### src/rtl/uart_cmd_parser.sv
// uart_cmd_parser: turns parity-checked UART frames into single register-write requests
//
// Command framing: SYNC_BYTE, address, data, and (with UART_CMD_PARSER_CSUM_EN
// defined) a checksum byte equal to address ^ data. A finished command is held
// on wr_valid/wr_addr/wr_data until wr_ack. Saturating counters record link errors.
//
// Ports:
//   clk, rst (async, active-low)
//   frame_valid, frame[8:0]  received byte [7:0] plus parity bit [8], even parity
//   wr_valid, wr_addr, wr_data, wr_ack   register-write handshake
//   busy                                 parser is not IDLE
//   err_parity_cnt, err_csum_cnt, err_overrun_cnt, clr_err   error counters
//
// Configuration macro: UART_CMD_PARSER_CSUM_EN enables the checksum byte.
module uart_cmd_parser #(
  parameter logic [7:0] SYNC_BYTE      = 8'hA5,
  parameter int         TIMEOUT_CYCLES = 4096,
  parameter int         CNT_W          = 8
) (
  input  logic             clk,
  input  logic             rst,
  input  logic             frame_valid,
  input  logic [8:0]       frame,
  output logic             wr_valid,
  output logic [7:0]       wr_addr,
  output logic [7:0]       wr_data,
  input  logic             wr_ack,
  output logic             busy,
  output logic [CNT_W-1:0] err_parity_cnt,
  output logic [CNT_W-1:0] err_csum_cnt,
  output logic [CNT_W-1:0] err_overrun_cnt,
  input  logic             clr_err
);
  typedef enum logic [2:0] {IDLE, ADDR, DATA, CSUM, WRITE} state_t;
  localparam int TW = $clog2(TIMEOUT_CYCLES);
  state_t        state, state_nx, st_eff;
  logic [TW-1:0] tmr;
  logic          good, take, par_err, ovr, in_cmd, tout, ld_addr, ld_data;
`ifdef UART_CMD_PARSER_CSUM_EN
  logic          csum_err;
`endif
  function automatic logic [CNT_W-1:0] bump(input logic [CNT_W-1:0] c, input logic inc);
    return (inc && !(&c)) ? c + 1'b1 : c;
  endfunction
  assign good     = ~^frame;
  // A frame landing with wr_ack completes the write and is parsed as if from IDLE.
  assign take     = frame_valid && (state != WRITE || wr_ack);
  assign st_eff   = (state == WRITE) ? IDLE : state;
  assign par_err  = take && !good;
  assign ovr      = frame_valid && state == WRITE && !wr_ack;
  assign in_cmd   = state == ADDR || state == DATA || state == CSUM;
  // tmr counts idle cycles already elapsed; this cycle is idle number tmr+1.
  assign tout     = in_cmd && !frame_valid && tmr == TW'(TIMEOUT_CYCLES - 2);
  assign wr_valid = state == WRITE;
  assign busy     = state != IDLE;
  always_comb begin
    state_nx = state;
    ld_addr  = 1'b0;
    ld_data  = 1'b0;
`ifdef UART_CMD_PARSER_CSUM_EN
    csum_err = 1'b0;
`endif
    if (state == WRITE && wr_ack) state_nx = IDLE;
    if (take) begin
      if (!good) state_nx = IDLE;
      else case (st_eff)
        IDLE: state_nx = (frame[7:0] == SYNC_BYTE) ? ADDR : IDLE;
        ADDR: begin
          ld_addr  = 1'b1;
          state_nx = DATA;
        end
        DATA: begin
          ld_data  = 1'b1;
`ifdef UART_CMD_PARSER_CSUM_EN
          state_nx = CSUM;
`else
          state_nx = WRITE;
`endif
        end
`ifdef UART_CMD_PARSER_CSUM_EN
        CSUM: begin
          csum_err = frame[7:0] != (wr_addr ^ wr_data);
          state_nx = csum_err ? IDLE : WRITE;
        end
`endif
        default: state_nx = IDLE;
      endcase
    end else if (tout) state_nx = IDLE;
  end
  always_ff @(posedge clk or negedge rst) begin
    if (!rst) begin
      state           <= IDLE;
      tmr             <= '0;
      wr_addr         <= '0;
      wr_data         <= '0;
      err_parity_cnt  <= '0;
      err_overrun_cnt <= '0;
    end else begin
      state           <= state_nx;
      tmr             <= (frame_valid || !in_cmd) ? '0 : tmr + 1'b1;
      if (ld_addr) wr_addr <= frame[7:0];
      if (ld_data) wr_data <= frame[7:0];
      err_parity_cnt  <= clr_err ? '0 : bump(err_parity_cnt, par_err);
      err_overrun_cnt <= clr_err ? '0 : bump(err_overrun_cnt, ovr);
    end
  end
`ifdef UART_CMD_PARSER_CSUM_EN
  always_ff @(posedge clk or negedge rst) begin
    if (!rst) err_csum_cnt <= '0;
    else err_csum_cnt <= clr_err ? '0 : bump(err_csum_cnt, csum_err);
  end
`else
  assign err_csum_cnt = '0;
`endif
endmodule

### config.mk
export PLATFORM = sky130hd
export DESIGN_NAME = uart_cmd_parser
export DESIGN_NICKNAME = d
export VERILOG_FILES = /design/src/rtl/uart_cmd_parser.sv
export SDC_FILE = /design/constraint.sdc
export NUM_CORES = 1
export LEC_CHECK = 0
export BUFFER_PORTS_ARGS = -buffer_cell sky130_fd_sc_hd__buf_4
export CORE_ASPECT_RATIO = 0.8
export CORE_MARGIN = 2
export CORE_UTILIZATION = 40
export DETAILED_ROUTE_END_ITERATION = 7
export PLACE_DENSITY = 0.67
export RECOVER_POWER = 50
export SLEW_MARGIN = 20
export SYNTH_ARGS = -nofsm -noshare
export SYNTH_HDL_FRONTEND = slang
export SYNTH_SLANG_ARGS = --single-unit
### constraint.sdc
create_clock -name clk -period 3.9 [get_ports clk]
set_clock_uncertainty 0.1 [all_clocks]
set_input_delay 0.78 -clock clk [delete_from_list [all_inputs] [get_ports clk]]
set_output_delay 0.78 -clock clk [all_outputs]
set_load 0.005 [all_outputs]
==> results.json, run 1 <==
{
  "syn_area_sq_mm": 0.00248,
  "yosysSeqAreaShare_pct": 47.4,
  "dp_hpwl_um": 3410,
  "die_h_um": 74.4,
  "max_slew_margin_pct": 56.4,
  "vias": 1835,
  "drc": 0,
  "synth.area.top_cells": "dfrtp_1, mux2_2, ha_1",
  "period_minus_slack_ps": 2680,
  "setup_tns_ps": 0,
  "numCtsBuffers": 5,
  "ioPinCount": 56,
  "antenna_found_initial": 0,
  "fin_cells": 359,
  "cp_cell_sequence": "buf_4 -> ha_1 -> xnor3_1 -> xnor2_2 -> nand4_4 -> mux2_4",
  "synth_largest_area_cell": "dfrtp_1",
  "setup_viol": 0,
  "netlist.area_leader.share_pct": 47.4,
  "powerDensity_mw_per_mm2": 328,
  "start_util_pct": 41.7,
  "diodes": 0,
  "postSynthAreaPerCell_sq_um": 10.8,
  "synth_warnings": 0,
  "startpoint": "frame[0]",
  "synthesis.instances": 229,
  "final_antenna_net_count": 0,
  "vias_per_cell": 5.11,
  "p_leak_nw": 1.38,
  "path_class": "input port to register",
  "synth-seq-cells": 47,
  "synth_common_cells": "dfrtp_1, mux2_2, nor2_1",
  "max_freq_mhz": 374,
  "crit_required_ps": 3990,
  "end_kind": "register",
  "yosysUniqueCellTypes": 38,
  "cts_tree": "yes",
  "maxSlewViolCount": 0,
  "cp_data_arrival_time_ps": 2770,
  "gr-total-overflow": 0,
  "grt_pass1_vias": 1802,
  "num_rows": 25,
  "cp_max_fo": 12,
  "drtPass1Iterations": 4,
  "top_layer_used": "met4",
  "critPathSlowestCell": "xnor2_2",
  "clock-root-buffer": "clkbuf_8",
  "met2RoutedLength_um": 2200,
  "ys.flop_type": "dfrtp_1",
  "grt_pass1_wl_um": 8510,
  "die_area_sq_mm": 0.00685,
  "avgRoutedWirePerCell_um": 13.4,
  "nets": 300,
  "fin_util_pct": 49.8,
  "hold_viol": 0,
  "async_reset_ff_share_pct": 100,
  "cts_resized": 0,
  "outcome": "completed",
  "rsz0062_at_grt": "no",
  "r2r-start": "state[1]",
  "startpoint_type": "input port",
  "dp.cells": 352,
  "cts_buffer_depth": 2,
  "synthToLayoutAreaGrowth_pct": 19.4,
  "period_share_pct": 68.6,
  "clock_sinks": 47,
  "worst_pin_slew_ps": 649,
  "core_area_sq_mm": 0.00594,
  "worstRegToRegCells": 4,
  "grt_max_degree": 48,
  "htreeDepth": 2,
  "grt.total_usage_pct": 15.6,
  "wl_um": 4810,
  "postCtsHoldBufs": 0,
  "drtIter0Drc": 130,
  "vdd_drop_max_uv": 228,
  "hp-class": "input port to asynchronous set/reset pin",
  "synth_most_common_cell": "dfrtp_1",
  "drv_cap": 0,
  "drt-met1-wl_um": 2300,
  "post_cts_buffers": 0,
  "route.met3.wl_um": 287,
  "drive_above_1_share_pct": 29.1,
  "die_x_um": 92.0,
  "slowest_delay_ps": 530,
  "io_buffers": 47,
  "path_clk_slew_ps": 80,
  "p_total_w": 0.000971,
  "globalplace.congestion": 0.761,
  "clock_latency_ps": 300,
  "synth-edff-count": 0
}
## critical path, delay by kind of cell
family / cells / cell delay, ps
xor+xnor: 2 / 910
buf+inv: 1 / 120
fa+ha+maj: 1 / 310
mux: 1 / 360
simple gates: 1 / 290
## through the flow
step                      hold WS, ps  setup WS [ps]  area, sq um
after floorplan                   346           1360         2510
after global placement            372            928         2880
after detailed placement          394            890         2880
after CTS                         406           1210         2970
after global routing              424           1150         2960
final                             379           1220         2960
## sequential cells by signal, summed over array words and instances (netlist names)
name	flops
state	3
wr_data	8
wr_addr	8
tmr	12
err_overrun_cnt	8
err_parity_cnt	8
## report_power, final
| part | leakage [nW] | internal [W] | switching, W | total, W |
|---|---|---|---|---|
| sequential | 0.652 | 0.000511 | 0.0000161 | 0.000527 |
| clock | 0.0470 | 0.000139 | 0.000160 | 0.000299 |
| combinational | 0.678 | 0.0000741 | 0.0000711 | 0.000145 |
| total | 1.38 | 0.000724 | 0.000247 | 0.000971 |
## metal layers
metal / GRT usage [%] / vias up
met1: 21.3 / 889
li1: - / 902
met2: 24.9 / 40
met4: 2.49 / 0
met3: 5.27 / 4
met5: 0 / -
## cells in the final DEF, fill, tap and decap left out, types with 5 or more instances in the layout
cell type,count
inv_1,12
nor2_1,19
nand3_1,13
mux2_2,20
conb_1,8
nor3_1,5
buf_4,42
nand4_1,6
xnor2_1,5
dfrtp_1,47
or4_1,6
clkbuf_8,6
xor2_1,5
nor2b_1,6
nand2_1,10
a21oi_1,11
o21ai_0,8
ha_1,8
o31ai_1,6
## final cells by class
type / instances / area, sq um
repair buffers: 48 / 353
clock buffers: 6 / 82.6
fillers: 568 / 2980
multi-input cells: 164 / 1200
inverters: 12 / 45.0
flip-flops and latches: 47 / 1180
clock inverters: 1 / 5.00
well taps: 81 / 101
## path summary, 6_finish.rpt
| check | slack, ps | end |
|---|---|---|
| worst min register to register | 400 | tmr[0] |
| worst min-delay path | 380 | wr_data[1] |
| min in group clk | 400 | tmr[0] |
| max in group asynchronous | 2910 | tmr[1] |
| worst max-delay path | 1220 | wr_addr[6] |
| worst max register to register | 1750 | state[0] |
## kinds of logic after synthesis
kind of cell / Yosys count / synth area share, %
muxes: 22 / 10.1
other: 1 / 0.151
xor gates and xnor gates: 12 / 5.10
and+or+nand+nor: 85 / 20.6
DFF: 47 / 47.4
AOI/OAI and AO/OA: 29 / 7.27
buffers and inverters: 25 / 5.30
adders and majority gates: 8 / 4.04
(Power assumes the default switching activity.)
==> run 2, diff against run 1 <==
--- a/config.mk
+++ b/config.mk
@@ -5,6 +5,7 @@
 export SDC_FILE = /design/constraint.sdc
 export NUM_CORES = 1
 export LEC_CHECK = 0
+export ABC_AREA = 1
 export BUFFER_PORTS_ARGS = -buffer_cell sky130_fd_sc_hd__buf_4
 export CORE_ASPECT_RATIO = 0.8
 export CORE_MARGIN = 2
==> constraint.sdc (replaced) <==
create_clock -name clk -period 2.6 [get_ports clk]
set_clock_uncertainty 0.1 [all_clocks]
set_input_delay 0.52 -clock clk [delete_from_list [all_inputs] [get_ports clk]]
set_output_delay 0.52 -clock clk [all_outputs]
set_load 0.005 [all_outputs]
==> results.json, run 2 <==
{
  "synth_warnings": 0,
  "post_cts_buffers": 0,
  "dp_hpwl_um": 3860,
  "placed_area_sq_mm": 0.00294,
  "largest_reg_flops": 12,
  "synth_largest_area_cell": "dfrtp_1",
  "period_minus_slack_ps": 2000,
  "synthesis.instances": 308,
  "nets": 378,
  "antenna_found_initial": 0,
  "powerDensity_mw_per_mm2": 525,
  "synth_common_cells": "nand2_1, dfrtp_1, nand3_1",
  "start_util_pct": 40.8,
  "grt_pass1_vias": 1909,
  "cts_buffer_depth": 2,
  "period_share_pct": 76.8,
  "async_reset_ff_share_pct": 100,
  "max_slew_margin_pct": 22.4,
  "dp_slack_ps": 311,
  "final_antenna_net_count": 0,
  "maxSlewViolCount": 0,
  "ys.flop_type": "dfrtp_1",
  "netlist.area_leader.share_pct": 45.9,
  "cts_tree": "yes",
  "largest_register": "tmr",
  "p_clk_share_pct": 28.0,
  "ioPinCount": 56,
  "final.setup.worst_slack_ps": 602,
  "core_area_sq_mm": 0.00628,
  "clock_latency_ps": 300,
  "power_frac_seq_pct": 53.0,
  "cts_resized": 0,
  "startpoint_type": "register",
  "path_class": "register to output pin",
  "synthToLayoutAreaGrowth_pct": 17.5,
  "drtIter0Drc": 55,
  "grt.total_usage_pct": 16.1,
  "yosysSeqAreaShare_pct": 45.9,
  "finalHoldWorstSlack_ps": 347,
  "die_x_um": 93.4,
  "cp_max_fo": 4,
  "outcome": "completed",
  "final_cell_mix": "nand2_1, dfrtp_1, buf_4, nand3_1, inv_1",
  "vias_per_cell": 4.73,
  "diodes": 0,
  "grt_pass1_wl_um": 8940,
  "cp_data_arrival_time_ps": 1380,
  "vdd_drop_max_uv": 262,
  "synth-seq-cells": 47,
  "setup_tns_ps": 0,
  "drtPass1Iterations": 4,
  "synth-edff-count": 0,
  "die_area_sq_mm": 0.00706,
  "syn_area_sq_mm": 0.00256,
  "htreeDepth": 2,
  "synth_most_common_cell": "nand2_1",
  "wl_um": 5230,
  "drc": 0,
  "max_freq_mhz": 501,
  "drive_above_1_share_pct": 21.6,
  "avgRoutedWirePerCell_um": 11.9,
  "clock-root-buffer": "clkbuf_8",
  "postSynthAreaPerCell_sq_um": 8.31,
  "final_area_sq_mm": 0.00301,
  "gr-total-overflow": 0,
  "final_common_cell": "nand2_1",
  "vias": 2083,
  "hp-class": "input port to asynchronous set/reset pin",
  "hold_viol": 0,
  "rsz0062_at_grt": "no",
  "io_buffers": 47,
  "path_clk_slew_ps": 90,
  "crit_required_ps": 1980,
  "globalplace.congestion": 0.825,
  "numCtsBuffers": 5,
  "power_switching_w": 0.000437,
  "p_comb_share_pct": 19.0,
  "end_kind": "output pin",
  "p_int_w": 0.00114,
  "drv_cap": 0,
  "yosysUniqueCellTypes": 32,
  "setup_viol": 0,
  "clock_sinks": 47,
  "switching_share_pct": 27.7,
  "die_h_um": 75.6,
  "p_leak_nw": 1.51,
  "fill_cells": 635,
  "grt_max_degree": 48,
  "postCtsHoldBufs": 0,
  "num_rows": 26,
  "worst_pin_slew_ps": 1160,
  "synth.area.top_cells": "dfrtp_1, nand2_1, nand3_1"
}
run 2: path summary, 6_finish.rpt:
check / slack [ps] / to / depth (start not counted) / start
worst max-delay path: 600 / wr_valid / 4 / state[1]
worst min-delay path: 350 / err_parity_cnt[1] / 1 / rst
worst max register to register: 790 / err_parity_cnt[2] / 8 / err_parity_cnt[0]
worst min register to register: 380 / tmr[11] / 1 / tmr[11]
max in group asynchronous: 1350 / wr_addr[0] / 1 / rst
min in group clk: 380 / tmr[11] / 1 / tmr[11]
run 2: area by class of cell:
type,count,area (sq um),area share [%]
Multi-Input combinational cell,221,1160,38.6
Tap cell,84,105,3.49
Sequential cell,47,1180,39.1
Timing Repair Buffer,47,350,11.6
Clock buffer,6,82.6,2.74
Clock inverter,1,5.00,0.166
Inverter,34,128,4.24
run 2: per-stage QoR:
step,instances,power [W],util [%]
floorplan,315,0.00101,-
global route,440,0.00169,47.9
global placement,433,0.00115,46.9
CTS,440,0.00161,48.3
detailed placement,433,0.00116,46.9
finish,440,0.00158,47.9
run 2: metal layers:
| metal | share of wire [%] | vias to the layer above | track usage (%) |
|---|---|---|---|
| li1 | - | 1078 | - |
| met1 | 50 | 951 | 23.1 |
| met2 | 44 | 47 | 25.3 |
| met3 | 4.5 | 7 | 3.17 |
| met4 | 0.86 | 0 | 3.92 |
| met5 | 0 | - | 0 |
run 2: kinds of logic (layout without fill, tap and decap cells):
group / count (synthesis) / count (layout) / synth area share [%]
AND/OR/NAND/NOR: 165 / 165 / 31.0
flip-flops: 47 / 47 / 45.9
buffers and inverters: 47 / 88 / 8.94
AO/OA/AOI/OAI: 32 / 32 / 7.33
adder cells (fa/ha/maj): 8 / 8 / 3.91
XOR/XNOR: 8 / 8 / 2.74
other: 1 / 8 / 0.146
run 2: critical path, stage by stage (launching register included):
cell and delay (ps):
dfrtp_1 400, nor2_1 270, inv_1 100, nor2_1 160, buf_4 140
run 2: power by group through the flow:
| stage | clock network [W] | logic, W | registers, W |
|---|---|---|---|
| finish | 0.000443 | 0.000300 | 0.000836 |
| detailed placement | 0 | 0.000309 | 0.000850 |
| global route | 0.000498 | 0.000344 | 0.000847 |
| CTS | 0.000462 | 0.000309 | 0.000837 |
| global placement | 0 | 0.000299 | 0.000850 |
| floorplan | 0 | 0.000165 | 0.000849 |
